File: src/rtl/pipe_stage_reg_if.sv
// Handshake and status bundle for one pipeline stage boundary.
// The master modport faces the upstream/downstream driver; the slave modport faces the stage register.
interface pipe_stage_reg_if #(
   parameter int unsigned WIDTH  = 128,
   parameter int unsigned CTRL_W = 16,
   parameter int unsigned CNT_W  = 8
) ();

   logic              in_valid;
   logic              in_ready;
   logic [WIDTH-1:0]  in_data;
   logic [CTRL_W-1:0] in_ctrl;
   logic              out_valid;
   logic              out_ready;
   logic [WIDTH-1:0]  out_data;
   logic [CTRL_W-1:0] out_ctrl;
   logic              stall;
   logic              flush;
   logic [1:0]        occ;
   logic [CNT_W-1:0]  drop_cnt;

   modport master (
      output in_valid, in_data, in_ctrl, out_ready, stall, flush,
      input  in_ready, out_valid, out_data, out_ctrl, occ, drop_cnt
   );

   modport slave (
      input  in_valid, in_data, in_ctrl, out_ready, stall, flush,
      output in_ready, out_valid, out_data, out_ctrl, occ, drop_cnt
   );

endinterface

File: src/rtl/pipe_stage_reg.sv
// Elastic pipeline stage register with optional skid entry, legacy stall/flush,
// and a saturating count of entries squashed by flush.
module pipe_stage_reg #(
   parameter int unsigned WIDTH  = 128,
   parameter int unsigned CTRL_W = 16,
   parameter int unsigned SKID   = 1,
   parameter int unsigned CNT_W  = 8
) (
   input  logic                  CLK,
   input  logic                  nRST,
   pipe_stage_reg_if.slave       bus
);

   localparam int unsigned SUM_W = CNT_W + 2;
   localparam logic [CNT_W-1:0] CNT_MAX = {CNT_W{1'b1}};

   logic              main_v_q,    main_v_d;
   logic              skid_v_q,    skid_v_d;
   logic [WIDTH-1:0]  main_data_q, main_data_d;
   logic [CTRL_W-1:0] main_ctrl_q, main_ctrl_d;
   logic [WIDTH-1:0]  skid_data_q, skid_data_d;
   logic [CTRL_W-1:0] skid_ctrl_q, skid_ctrl_d;
   logic [CNT_W-1:0]  drop_cnt_q,  drop_cnt_d;

   logic              in_ready_c;
   logic              out_valid_c;
   logic              in_f;
   logic              out_f;
   logic [1:0]        drop_n;
   logic [SUM_W-1:0]  drop_sum;

   // Skid variant breaks the ready path; single-entry variant passes out_ready through.
   always_comb begin
      in_ready_c = 1'b0;
      if (SKID != 0) begin
         in_ready_c = ~skid_v_q & ~bus.stall;
      end else begin
         in_ready_c = (~main_v_q | bus.out_ready) & ~bus.stall;
      end
   end

   assign out_valid_c = main_v_q & ~bus.stall;
   assign in_f        = bus.in_valid & in_ready_c;
   assign out_f       = out_valid_c & bus.out_ready;

   // Entries held but not consumed this cycle; out_f can only retire the main entry.
   assign drop_n   = {1'b0, main_v_q} + {1'b0, skid_v_q} - {1'b0, out_f};
   assign drop_sum = SUM_W'(drop_cnt_q) + SUM_W'(drop_n);

   always_comb begin
      main_v_d    = main_v_q;
      skid_v_d    = skid_v_q;
      main_data_d = main_data_q;
      main_ctrl_d = main_ctrl_q;
      skid_data_d = skid_data_q;
      skid_ctrl_d = skid_ctrl_q;
      drop_cnt_d  = drop_cnt_q;

      if (bus.flush) begin
         // Payload is left in place so out_data keeps its last value.
         main_v_d   = 1'b0;
         skid_v_d   = 1'b0;
         drop_cnt_d = (drop_sum > SUM_W'(CNT_MAX)) ? CNT_MAX : drop_sum[CNT_W-1:0];
      end else if (!bus.stall) begin
         if (SKID != 0) begin
            if (out_f) begin
               if (skid_v_q) begin
                  main_data_d = skid_data_q;
                  main_ctrl_d = skid_ctrl_q;
                  skid_v_d    = 1'b0;
               end else if (in_f) begin
                  main_data_d = bus.in_data;
                  main_ctrl_d = bus.in_ctrl;
               end else begin
                  main_v_d = 1'b0;
               end
            end else if (in_f) begin
               if (main_v_q) begin
                  skid_data_d = bus.in_data;
                  skid_ctrl_d = bus.in_ctrl;
                  skid_v_d    = 1'b1;
               end else begin
                  main_data_d = bus.in_data;
                  main_ctrl_d = bus.in_ctrl;
                  main_v_d    = 1'b1;
               end
            end
         end else begin
            if (in_f) begin
               main_data_d = bus.in_data;
               main_ctrl_d = bus.in_ctrl;
            end
            main_v_d = in_f | (main_v_q & ~out_f);
         end
      end
   end

   always_ff @(posedge CLK or negedge nRST) begin
      if (!nRST) begin
         main_v_q    <= 1'b0;
         skid_v_q    <= 1'b0;
         main_data_q <= '0;
         main_ctrl_q <= '0;
         skid_data_q <= '0;
         skid_ctrl_q <= '0;
         drop_cnt_q  <= '0;
      end else begin
         main_v_q    <= main_v_d;
         skid_v_q    <= skid_v_d;
         main_data_q <= main_data_d;
         main_ctrl_q <= main_ctrl_d;
         skid_data_q <= skid_data_d;
         skid_ctrl_q <= skid_ctrl_d;
         drop_cnt_q  <= drop_cnt_d;
      end
   end

   assign bus.in_ready  = in_ready_c;
   assign bus.out_valid = out_valid_c;
   assign bus.out_data  = main_data_q;
   assign bus.out_ctrl  = main_ctrl_q & {CTRL_W{out_valid_c}};
   assign bus.occ       = {1'b0, main_v_q} + {1'b0, skid_v_q};
   assign bus.drop_cnt  = drop_cnt_q;

   // The skid entry is only ever filled behind an occupied main entry.
   a_skid_implies_main: assert property (@(posedge CLK) disable iff (!nRST) skid_v_q |-> main_v_q);

endmodule

File: src/flat_wrapper.sv
// flat-port wrapper written by rule: the top's interface ports become plain ports
module pipe_stage_reg_flat 
#(
   parameter int unsigned WIDTH  = 128,
   parameter int unsigned CTRL_W = 16,
   parameter int unsigned SKID   = 1,
   parameter int unsigned CNT_W  = 8
)
  (CLK, nRST, bus_in_valid, bus_in_data, bus_in_ctrl, bus_out_ready, bus_stall, bus_flush, bus_in_ready, bus_out_valid, bus_out_data, bus_out_ctrl, bus_occ, bus_drop_cnt);
  pipe_stage_reg_if #(.WIDTH(WIDTH), .CTRL_W(CTRL_W), .CNT_W(CNT_W)) bus_i ();
  input  logic CLK;
  input  logic nRST;
  input wire logic [$bits(bus_i.in_valid)-1:0] bus_in_valid;
  input wire logic [$bits(bus_i.in_data)-1:0] bus_in_data;
  input wire logic [$bits(bus_i.in_ctrl)-1:0] bus_in_ctrl;
  input wire logic [$bits(bus_i.out_ready)-1:0] bus_out_ready;
  input wire logic [$bits(bus_i.stall)-1:0] bus_stall;
  input wire logic [$bits(bus_i.flush)-1:0] bus_flush;
  output wire logic [$bits(bus_i.in_ready)-1:0] bus_in_ready;
  output wire logic [$bits(bus_i.out_valid)-1:0] bus_out_valid;
  output wire logic [$bits(bus_i.out_data)-1:0] bus_out_data;
  output wire logic [$bits(bus_i.out_ctrl)-1:0] bus_out_ctrl;
  output wire logic [$bits(bus_i.occ)-1:0] bus_occ;
  output wire logic [$bits(bus_i.drop_cnt)-1:0] bus_drop_cnt;
  assign bus_i.in_valid = bus_in_valid;
  assign bus_i.in_data = bus_in_data;
  assign bus_i.in_ctrl = bus_in_ctrl;
  assign bus_i.out_ready = bus_out_ready;
  assign bus_i.stall = bus_stall;
  assign bus_i.flush = bus_flush;
  assign bus_in_ready = bus_i.in_ready;
  assign bus_out_valid = bus_i.out_valid;
  assign bus_out_data = bus_i.out_data;
  assign bus_out_ctrl = bus_i.out_ctrl;
  assign bus_occ = bus_i.occ;
  assign bus_drop_cnt = bus_i.drop_cnt;
  pipe_stage_reg #(.WIDTH(WIDTH), .CTRL_W(CTRL_W), .SKID(SKID), .CNT_W(CNT_W)) u_core (.CLK(CLK), .nRST(nRST), .bus(bus_i));
endmodule
File: config.mk
export PLATFORM = sky130hd
export DESIGN_NAME = pipe_stage_reg_flat
export DESIGN_NICKNAME = d
export VERILOG_FILES = /design/src/rtl/pipe_stage_reg_if.sv /design/src/rtl/pipe_stage_reg.sv /design/src/flat_wrapper.sv
export SDC_FILE = /design/constraint.sdc
export NUM_CORES = 1
export LEC_CHECK = 0
export CAP_MARGIN = 20
export CORE_AREA = 2 2 174 176
export DETAILED_ROUTE_END_ITERATION = 10
export DIE_AREA = 0 0 176 178
export GPL_TIMING_DRIVEN = 1
export HOLD_SLACK_MARGIN = 0.02
export PLACE_DENSITY_LB_ADDON = 0.08
export SLEW_MARGIN = 20
export SYNTH_ARGS = -nofsm -noshare
export SYNTH_HDL_FRONTEND = slang
export SYNTH_SLANG_ARGS = --single-unit
File: constraint.sdc
create_clock -name CLK -period 2.4 [get_ports CLK]
set_input_delay 0.24 -clock CLK [delete_from_list [all_inputs] [get_ports CLK]]
set_output_delay 0.24 -clock CLK [all_outputs]
set_load 0.05 [all_outputs]
After elaboration in Yosys (flattened, before gate mapping)
Cells that the tools add are included.
{ "totals": {"out_inout_bits": 156, "word_cells": 54, "input_bits": 150, "ff_bits": 298} }
{ "classes": {"n_lt_le_gt_ge": 1, "bitwise": 9, "n_reduce_logical": 8, "n_mux": 22, "eq_ne": 4, "add_sub_neg": 3} }
{ "ops": {"columns": ["operator", "count"], "rows": [
  ["$mux W128", 5],
  ["$mux W16", 5],
  ["$and A16 B16 Y16", 1],
  ["$mux W1", 11],
  ["$gt A10 B8 Y1 const B", 1],
  ["$reduce_and A5 Y1", 2],
  ["$add A8 B2 Y9", 1],
  ["$mux W8", 1],
  ["$ne A3 B3 Y1 const B", 2],
  ["$reduce_bool A3 Y1", 2],
  ["$and A1 B1 Y1", 4],
  ["$not A1 Y1", 4],
  ["$reduce_and A4 Y1", 1],
  ["$reduce_bool A2 Y1", 2],
  ["$reduce_and A3 Y1", 1],
  ["$add A1 B1 Y2", 1],
  ["$ne A2 B1 Y1 const B", 1],
  ["$ne A2 B2 Y1 const B", 1],
  ["$sub A2 B1 Y2", 1]
]} }

Logic depth before layout (Yosys ltp)
Gate-level depths: netlist of the first run.
{ "logic_depth": {"ltp_word": 8, "depth_mapped": 12, "ltp_nobuf": 10} }

Worst setup path after synthesis of the first run
No wires, ideal clock.
{ "synth_path": {"path_kind": "reg-to-reg", "from": "register u_core.skid_v_q", "to": "register u_core.drop_cnt_q[3], in the netlist u_core.bus.drop_cnt[3]", "period_less_slack_ns": 2.737, "t_arrival_ns": 2.664, "setup_ns": 0.073, "n_path_buf": 1, "slack_ns": -0.337, "t_required_ns": 2.327, "path_stages_with_launch": 12, "path_cell_list": "dfrtp_1 ha_1 inv_1 ha_1 inv_1 ha_1 inv_1 fa_1 and3b_1 clkbuf_1 nand4_1 nand3_1"} }
{ "synth_between": {"elab_chain_len": 5} }
{ "synth_rtl": {"columns": ["item", "line_no", "text"], "rows": [
  ["start, declared", "pipe_stage_reg.sv:18", "logic skid_v_q, skid_v_d;"],
  ["start signal, assigned", "pipe_stage_reg.sv:109", "skid_v_q <= skid_v_d;"],
  ["$add A1 B1 Y2 (*)", null, null],
  ["via bus_occ[0]", "flat_wrapper.sv:23", "output wire logic [$bits(bus_i.occ)-1:0] bus_occ;"],
  ["$sub A2 B1 Y2 (*)", "pipe_stage_reg.sv:47", "assign drop_n = {1'b0, main_v_q} + {1'b0, skid_v_q} - {1'b0, out_f};"],
  ["$add A8 B2 Y9 (*)", "pipe_stage_reg.sv:48", "assign drop_sum = SUM_W'(drop_cnt_q) + SUM_W'(drop_n);"],
  ["$gt A10 B8 Y1", "pipe_stage_reg.sv:63", "drop_cnt_d = (drop_sum > SUM_W'(CNT_MAX)) ? CNT_MAX : drop_sum[CNT_W-1:0];"],
  ["$mux W8 (*)", "pipe_stage_reg.sv:63", null],
  ["end signal, assigned", "pipe_stage_reg.sv:114", "drop_cnt_q <= drop_cnt_d;"],
  ["end, declared", "pipe_stage_reg.sv:23", "logic [CNT_W-1:0] drop_cnt_q, drop_cnt_d;"]
]} }
Mark *: on every way through the listed nets, which the timed path passes. The rest lies on a longest branch.
A chain may end at the register's enable or synchronous reset.

Final worst setup path of the first run
{ "layout_path": {"from": "register u_core.main_v_q", "to": "register u_core.drop_cnt_q[3], in the netlist u_core.bus.drop_cnt[3]"} }
{ "layout_between": {"elab_chain_len": 6, "word_cells_on_any_way": 7, "classes_between": "add/sub (3); order compare (1); mux (1); bitwise (2)"} }
{ "layout_rtl": {"columns": ["item", "line_no", "text"], "rows": [
  ["start, declared", "pipe_stage_reg.sv:17", "logic main_v_q, main_v_d;"],
  ["start signal, assigned", "pipe_stage_reg.sv:108", "main_v_q <= main_v_d;"],
  ["$and A1 B1 Y1", "pipe_stage_reg.sv:42", "assign out_valid_c = main_v_q & ~bus.stall;"],
  ["$and A1 B1 Y1", "pipe_stage_reg.sv:44", "assign out_f = out_valid_c & bus.out_ready;"],
  ["$sub A2 B1 Y2 (*)", "pipe_stage_reg.sv:47", null],
  ["$add A8 B2 Y9 (*)", "pipe_stage_reg.sv:48", null],
  ["$gt A10 B8 Y1", "pipe_stage_reg.sv:63", null],
  ["$mux W8 (*)", "pipe_stage_reg.sv:63", null]
]} }
Every way passes the cells marked *; elsewhere a longest branch is shown, timed or not.

==> impl_results.md, run 1 <==
- Highest clock rate: 439 MHz
- TritonCTS Sinks: 298
- Synth unique cells: 32
- Yosys top cell area share: 56.9%
- Switch share: 32.2%
- Sw power: 5.26 mW
- Slew Viols, Final: 0
- Final period utilization: 94.9%
- Slowest Stage Delay on Critical Path: 0.44 ns
- Core Region: 0.0294 mm²
- DIE HEIGHT: 178 µm
- Die ar.: 0.0313 mm²
- Status: completed
- Vias in the first global route: 8658
- Initial antenna violation count: 1
- Post-Synth XOR/XNOR Area: 0.0669%
- Die width: 176 µm
- Slew @ Worst Pin: 0.593 ns
- Startpoint Class: flop
- DRC viols: 0
- CP arrival: 2.70 ns
- Max Root-Sink Buffers: 3
- CTS tree: done
- Cell taking the most area after synthesis: dfrtp_1
- Crit end category: flop
- Synth Warn #: 0
- Reg power frac: 40.0%
- Setup Skew: 0.0147 ns
- Slew Limit Headroom: 60.4%
- Pint: 11.1 mW
- Largest family of logic cells by synthesized area: multiplexers
- Mapped Nets: 1009
- Power, Total: 16.4 mW
- Initial Util: 44.5%
- Mean post-synth cell area: 15.3 µm²
- Synth Area in Simple Gates: 2.03%
- P per Cell Area: 901 mW/mm²
- Pin count of the biggest net entering global routing: 68
- Yosys reg bits: 298
- First-pass GRT wire length: 47000 µm
- Final hold viol count: 0
- LEAKAGE: 7.97 nW
- Layout cell share with drive strength beyond 1: 30.0%
- Reg clk slew, reported paths: 0.05 ns
- Post-synthesis mux area share: 37.3%
- Site Rows: 63
- Slowest cell on the critical path: dfrtp_2
- Synth Area in Adders: 0.535%
- Final setup fails: 0
- IO Pins: 306
- Post-Syn Area: 0.0131 mm²
- Crit-path cells: nor2b_2 > and2_4 > ha_4 > inv_1 > ha_2 > inv_2 > fa_2 > and3b_2 > nand4_1 > nand3_1
- H-tree depth: 2
- DR iter-0 viols: 283
- Grt total ovfl: 0
- WP data required: 2.82 ns
- Peak VDD IR: 0.667 mV
- Fin crit period: 2.28 ns
- Compound-Gate Fraction of Synth Area: 0.650%
- Area growth syn-to-layout: 38.6%
- Pre-antenna DRT Iters: 4
- DP HPWL: 19800 µm
- Wire per inst: 18.3 µm
- Total GRT Usage: 18.9%
- Comb power frac: 29.0%
- Root Driver: clkbuf_16
- Clock Power Share: 31.1%
- Setup CP Type: flop to flop
- Clk Latency, worst-skew pair: 0.50 ns
- Synth Instances: 854
- HP Class: input pin to async pin
- Routed vias: 7930
- Final nets: 1339
- WHS: 0.300 ns
- Vias per cell: 4.97
- Max-cap violations: 0
- Largest cells by area after synthesis: dfrtp_1 (57%), mux2_2 (21%), mux2_1 (17%)
- Routed WL: 29100 µm
- Largest fanout on the critical path: 6
- CTS Buf Count: 36
- Seq/Total Area, Yosys: 56.9%
- Final ANT Viol Nets: 0
- PortBufs: 305
- Routability Congestion: 0.752
[worst max-delay path: cells and delay by family (launching register included)]
kind                       cells  cell delay, ns
and+or+nand+nor                5            0.93
adders and majority gates      3            0.75
DFF                            1            0.44
buffers and inverters          2            0.09
[cell usage in the layout, fill, tap and decap left out, drive strengths merged]
master	instances
a21bo	1
a21oi	7
a31oi	1
and2	17
and3	2
and3b	1
buf	56
bufinv	1
clkbuf	52
clkdlybuf4s50	286
clkinv	6
dfrtp	298
diode	1
dlygate4sd3	1
fa	1
ha	4
inv	7
mux2	432
mux2i	2
nand2	7
nand2b	3
nand3	3
nand4	1
nand4b	1
nor2	3
nor2b	2
nor4b	1
nor4bb	1
o2111a	1
o21ai	3
o31ai	1
or3	1
or4	1
xor2	1
[routing by layer]
layer,vias up,share of wire (%),global-route usage (%)
met1,3973,45,24.7
met5,-,0,0
li1,3714,-,-
met4,0,1.7,5.27
met2,207,46,30.2
met3,36,8.0,6.31
[logic make-up (layout without fill, tap and decap cells)]
family                     count (synthesis)  count (layout)
other                                      0               1
and+or+nand+nor                           44              44
muxes                                    434             434
buffers and inverters                     58             409
DFF                                      298             298
xor gates and xnor gates                   1               1
AOI/OAI and AO/OA                         14              14
adders and majority gates                  5               5
[state kept, by name, indices dropped and copies added, names as in the netlist]
register and count:
u_core.bus.drop_cnt 8, u_core.bus.out_data 128, u_core.main_ctrl_q 16, u_core.main_v_q 1
u_core.skid_ctrl_q 16, u_core.skid_data_q 128, u_core.skid_v_q 1
[cells in the mapped netlist]
cell type / n
inv_1: 7
buf_6: 7
mux2_2: 240
mux2_1: 192
nor4b_2: 1
o21ai_0: 3
nand4b_1: 1
a31oi_1: 1
o2111a_1: 1
fa_1: 1
and2_1: 17
xor2_1: 1
nor2_1: 3
nand2_1: 7
nor2b_1: 2
and3b_1: 1
dfrtp_1: 298
mux2i_1: 2
buf_2: 41
nand4_1: 1
buf_4: 1
or4_1: 1
nand2b_1: 3
and3_1: 2
or3_1: 1
nor4bb_1: 1
clkbuf_1: 2
nand3_1: 3
a21oi_1: 7
o31ai_1: 1
a21bo_2: 1
ha_1: 4
[what timing repair did]
item / CTS / global route
setup buffers: 0 / 2
endpoints found under the hold margin: 60 / 0
resized for setup: 0 / 2
hold buffers: 1 / 0
setup endpoints to repair: 0 / 7
[final cells by class]
type                       instances  area, µm²
multi-input combinational        498       5370
sequential                       298       7460
clock buffer                      52       1040
timing repair buffer             343       3700
antenna                            1       2.50
inverter                           7       26.3
tap                              390        488
fill                            2305      11300
clock inverter                     7       60.1
[final timing paths]
check	from	end	slack, ns	depth (start not counted)
min in group CLK	bus_in_data[49]	u_core.skid_data_q[49]	0.36	2
worst min register to register	u_core.skid_data_q[51]	u_core.skid_data_q[51]	0.48	1
worst min-delay path	nRST	u_core.bus.out_data[51]	0.30	2
max in group asynchronous	nRST	u_core.skid_data_q[104]	1.36	3
worst max-delay path	u_core.main_v_q	u_core.bus.drop_cnt[3]	0.12	10
worst max register to register	u_core.main_v_q	u_core.bus.drop_cnt[3]	0.12	10
[power by group through the flow]
stage	combinational [mW]	clock (mW)	sequential [mW]
floorplan	1.13	0	8.37
global placement	4.72	0	6.58
detailed placement	4.77	0	6.61
CTS	4.79	5.25	6.54
global route	4.99	5.49	6.68
finish	4.74	5.08	6.53
[metrics by stage]
stage	cell area (µm²)	TNS (ns)	instances	utilization [%]	worst slack [ns]
5_1_grt	18100	-0.00461	1596	61.7	-0.00461
6_report	18100	0	1596	61.7	0.121
2_1_floorplan	13100	0	854	-	0.0378
3_3_place_gp	17000	-0.428	1533	57.9	-0.0903
4_1_cts	18100	0	1593	61.6	0.0498
3_5_place_dp	17000	-0.759	1533	57.9	-0.141
(Power assumes the default switching activity.)
==> run 2, diff against run 1 <==
- REMOVE_ABC_BUFFERS: unset -> 1
- SKIP_CTS_REPAIR_TIMING: unset -> 1
==> run 2 against run 1 <==
Effect of this change:
- clock-buffer cell count grew 3
- total power grew 0.52%
- worst hold slack lost 0.0016 ns
- final cell count shrank 0.13%
- sequential share of layout area shrank 0.090 points
- combinational power is essentially flat
- first-iteration DRC count grew 2.5%
- non-clock buffer count shrank 1
- sequential cell count is the same
- utilization grew 0.11 points
- die area is the same
- worst setup slack lost 0.040 ns
- critical path type unchanged
- critical endpoint is now u_core.bus.drop_cnt[4]
- largest power group unchanged
- highest routed layer unchanged
==> impl_results.md, run 2 (synthesis gave the netlist of run 1 again) <==
- Peak VDD IR: 0.649 mV
- Crit path max-delay family: simple AND/OR/NAND/NOR gates
- Vias per cell: 5.00
- Core Region: 0.0294 mm²
- Crit path depth: 11
- PortBufs: 305
- CTS tree: done
- Final period utilization: 96.6%
- LEAKAGE: 7.97 nW
- Grt total ovfl: 0
- Number of instances in the placed design: 1531
- TritonCTS Sinks: 298
- FF-to-FF path depth: 11
- DRC viols: 0
- Post-Layout Cell Count: 1594
- P per Cell Area: 904 mW/mm²
- Routability Congestion: 0.756
- FF-to-FF Start: u_core.main_v_q
- Filler Cells Inserted: 2244
- Most frequent cells in the layout: dfrtp_1 (298), clkdlybuf4s50_1 (286), mux2_2 (240)
- Initial Util: 44.5%
- Vias in the first global route: 8412
- Slowest cell on the critical path: dfrtp_1
- Area growth syn-to-layout: 38.8%
- Core Util, Final: 61.8%
- Root Driver: clkbuf_16
- Largest fanout on the critical path: 5
- Commonest non-fill, non-tap cell in the layout: dfrtp_1
- Max-cap violations: 0
- Reg clk slew, reported paths: 0.06 ns
- Sequential cell area: 0.00746 mm²
- Die ar.: 0.0313 mm²
- Pre-antenna DRT Iters: 4
- Wire per inst: 18.0 µm
- Site Rows: 63
- Final ANT Viol Nets: 0
- Crit end category: flop
- Die width: 176 µm
- IO Pins: 306
- Slew Limit Headroom: 59.9%
- Multi-input gate area: 0.00538 mm²
- Final nets: 1336
- Pin count of the biggest net entering global routing: 76
- Initial antenna violation count: 0
- DP HPWL: 19300 µm
- Slew Viols, Final: 0
- Worst setup path startpoint: u_core.main_v_q
- DR iter-0 viols: 290
- Clk Latency, worst-skew pair: 0.50 ns
- Final hold viol count: 0
- DIE HEIGHT: 178 µm
- Highest clock rate: 431 MHz
- Slew @ Worst Pin: 0.602 ns
- Worst R2R Setup Slack: 0.08 ns
- R2R Path End: u_core.bus.drop_cnt[4]
- Startpoint Class: flop
- HP Class: input pin to async pin
- Status: completed
- CTS Buf Count: 34
- WP data required: 2.79 ns
- Setup CP Type: flop to flop
- Crit-path cells: nor2b_4 > and2_4 > ha_4 > inv_1 > ha_2 > inv_2 > fa_2 > and3b_2 > buf_4 > and3_1 > a21oi_1
- Inserted Diodes: 0
- Routed vias: 7970
- Crit path capture: u_core.bus.drop_cnt[4]
- Crit path buf inv count: 3
- CP arrival: 2.71 ns
- Layout cell share with drive strength beyond 1: 29.7%
- Setup Skew: 0.0108 ns
- Total GRT Usage: 18.5%
- First-pass GRT wire length: 46100 µm
- Routed WL: 28700 µm
- Final setup fails: 0
- Slowest Stage Delay on Critical Path: 0.42 ns
- Power, Total: 16.4 mW
- H-tree depth: 2
- Fin crit period: 2.32 ns
- Max Root-Sink Buffers: 3
[run 2: cell count changes in the layout (fill, tap and decap cells not counted)]
cell / previous run / this run
clkinv_2: 6 / 2
clkbuf_8: 6 / 9
buf_4: 23 / 21
dfrtp_1: 296 / 298
dfrtp_2: 2 / 0
clkinvlp_4: 0 / 1
diode_2: 1 / 0
dlymetal6s2s_1: 0 / 1
nor2b_2: 1 / 0
nor2b_4: 0 / 1
xor2_1: 1 / 0
xor2_2: 0 / 1
[run 2: cell type report]
class / count / area share, %
clock buffers: 55 / 5.96
inverters: 7 / 0.145
clock inverters: 4 / 0.262
well taps: 390 / 2.68
multi-input cells: 498 / 29.6
flip-flops and latches: 298 / 41.0
repair buffers: 342 / 20.3
[run 2: per-stage QoR]
step | TNS (ns) | hold WS, ns | cell area, µm² | worst slack (ns)
2_1_floorplan | -1129.20 | -0.0556 | 12800 | -4.43
3_3_place_gp | -0.988 | 0.275 | 17000 | -0.178
3_5_place_dp | -1.19 | 0.267 | 17000 | -0.212
4_1_cts | -0.0181 | -0.278 | 18100 | -0.0111
5_1_grt | -0.0433 | 0.348 | 18200 | -0.0202
6_report | 0 | 0.298 | 18200 | 0.0817
[run 2: per-layer routing]
metal	up-vias	GRT usage [%]	share of wire [%]	routed length [µm]
li1	3708	-	-	-
met1	4012	25.0	45	12800
met2	212	29.5	46	13300
met3	38	5.24	6.9	1990
met4	0	5.13	1.9	543
met5	-	0	0	0
[run 2: report_power, final]
part | switching [mW] | total, mW | internal [mW]
Combinational | 2.76 | 4.73 | 1.97
Sequential | 0.513 | 6.55 | 6.03
Clock | 1.97 | 5.16 | 3.19
[run 2: how the worst min path moves through the flow]
stage / to / slack (ns) / cells after the start
6_report: u_core.skid_data_q[107] / 0.30 / 2
5_1_grt: u_core.skid_data_q[42] / 0.35 / 2
4_1_cts: u_core.skid_data_q[107] / -0.28 / 1
3_5_place_dp: u_core.skid_data_q[107] / 0.27 / 1
3_3_place_gp: u_core.bus.out_data[107] / 0.27 / 1
2_1_floorplan: u_core.bus.drop_cnt[0] / -0.06 / 0
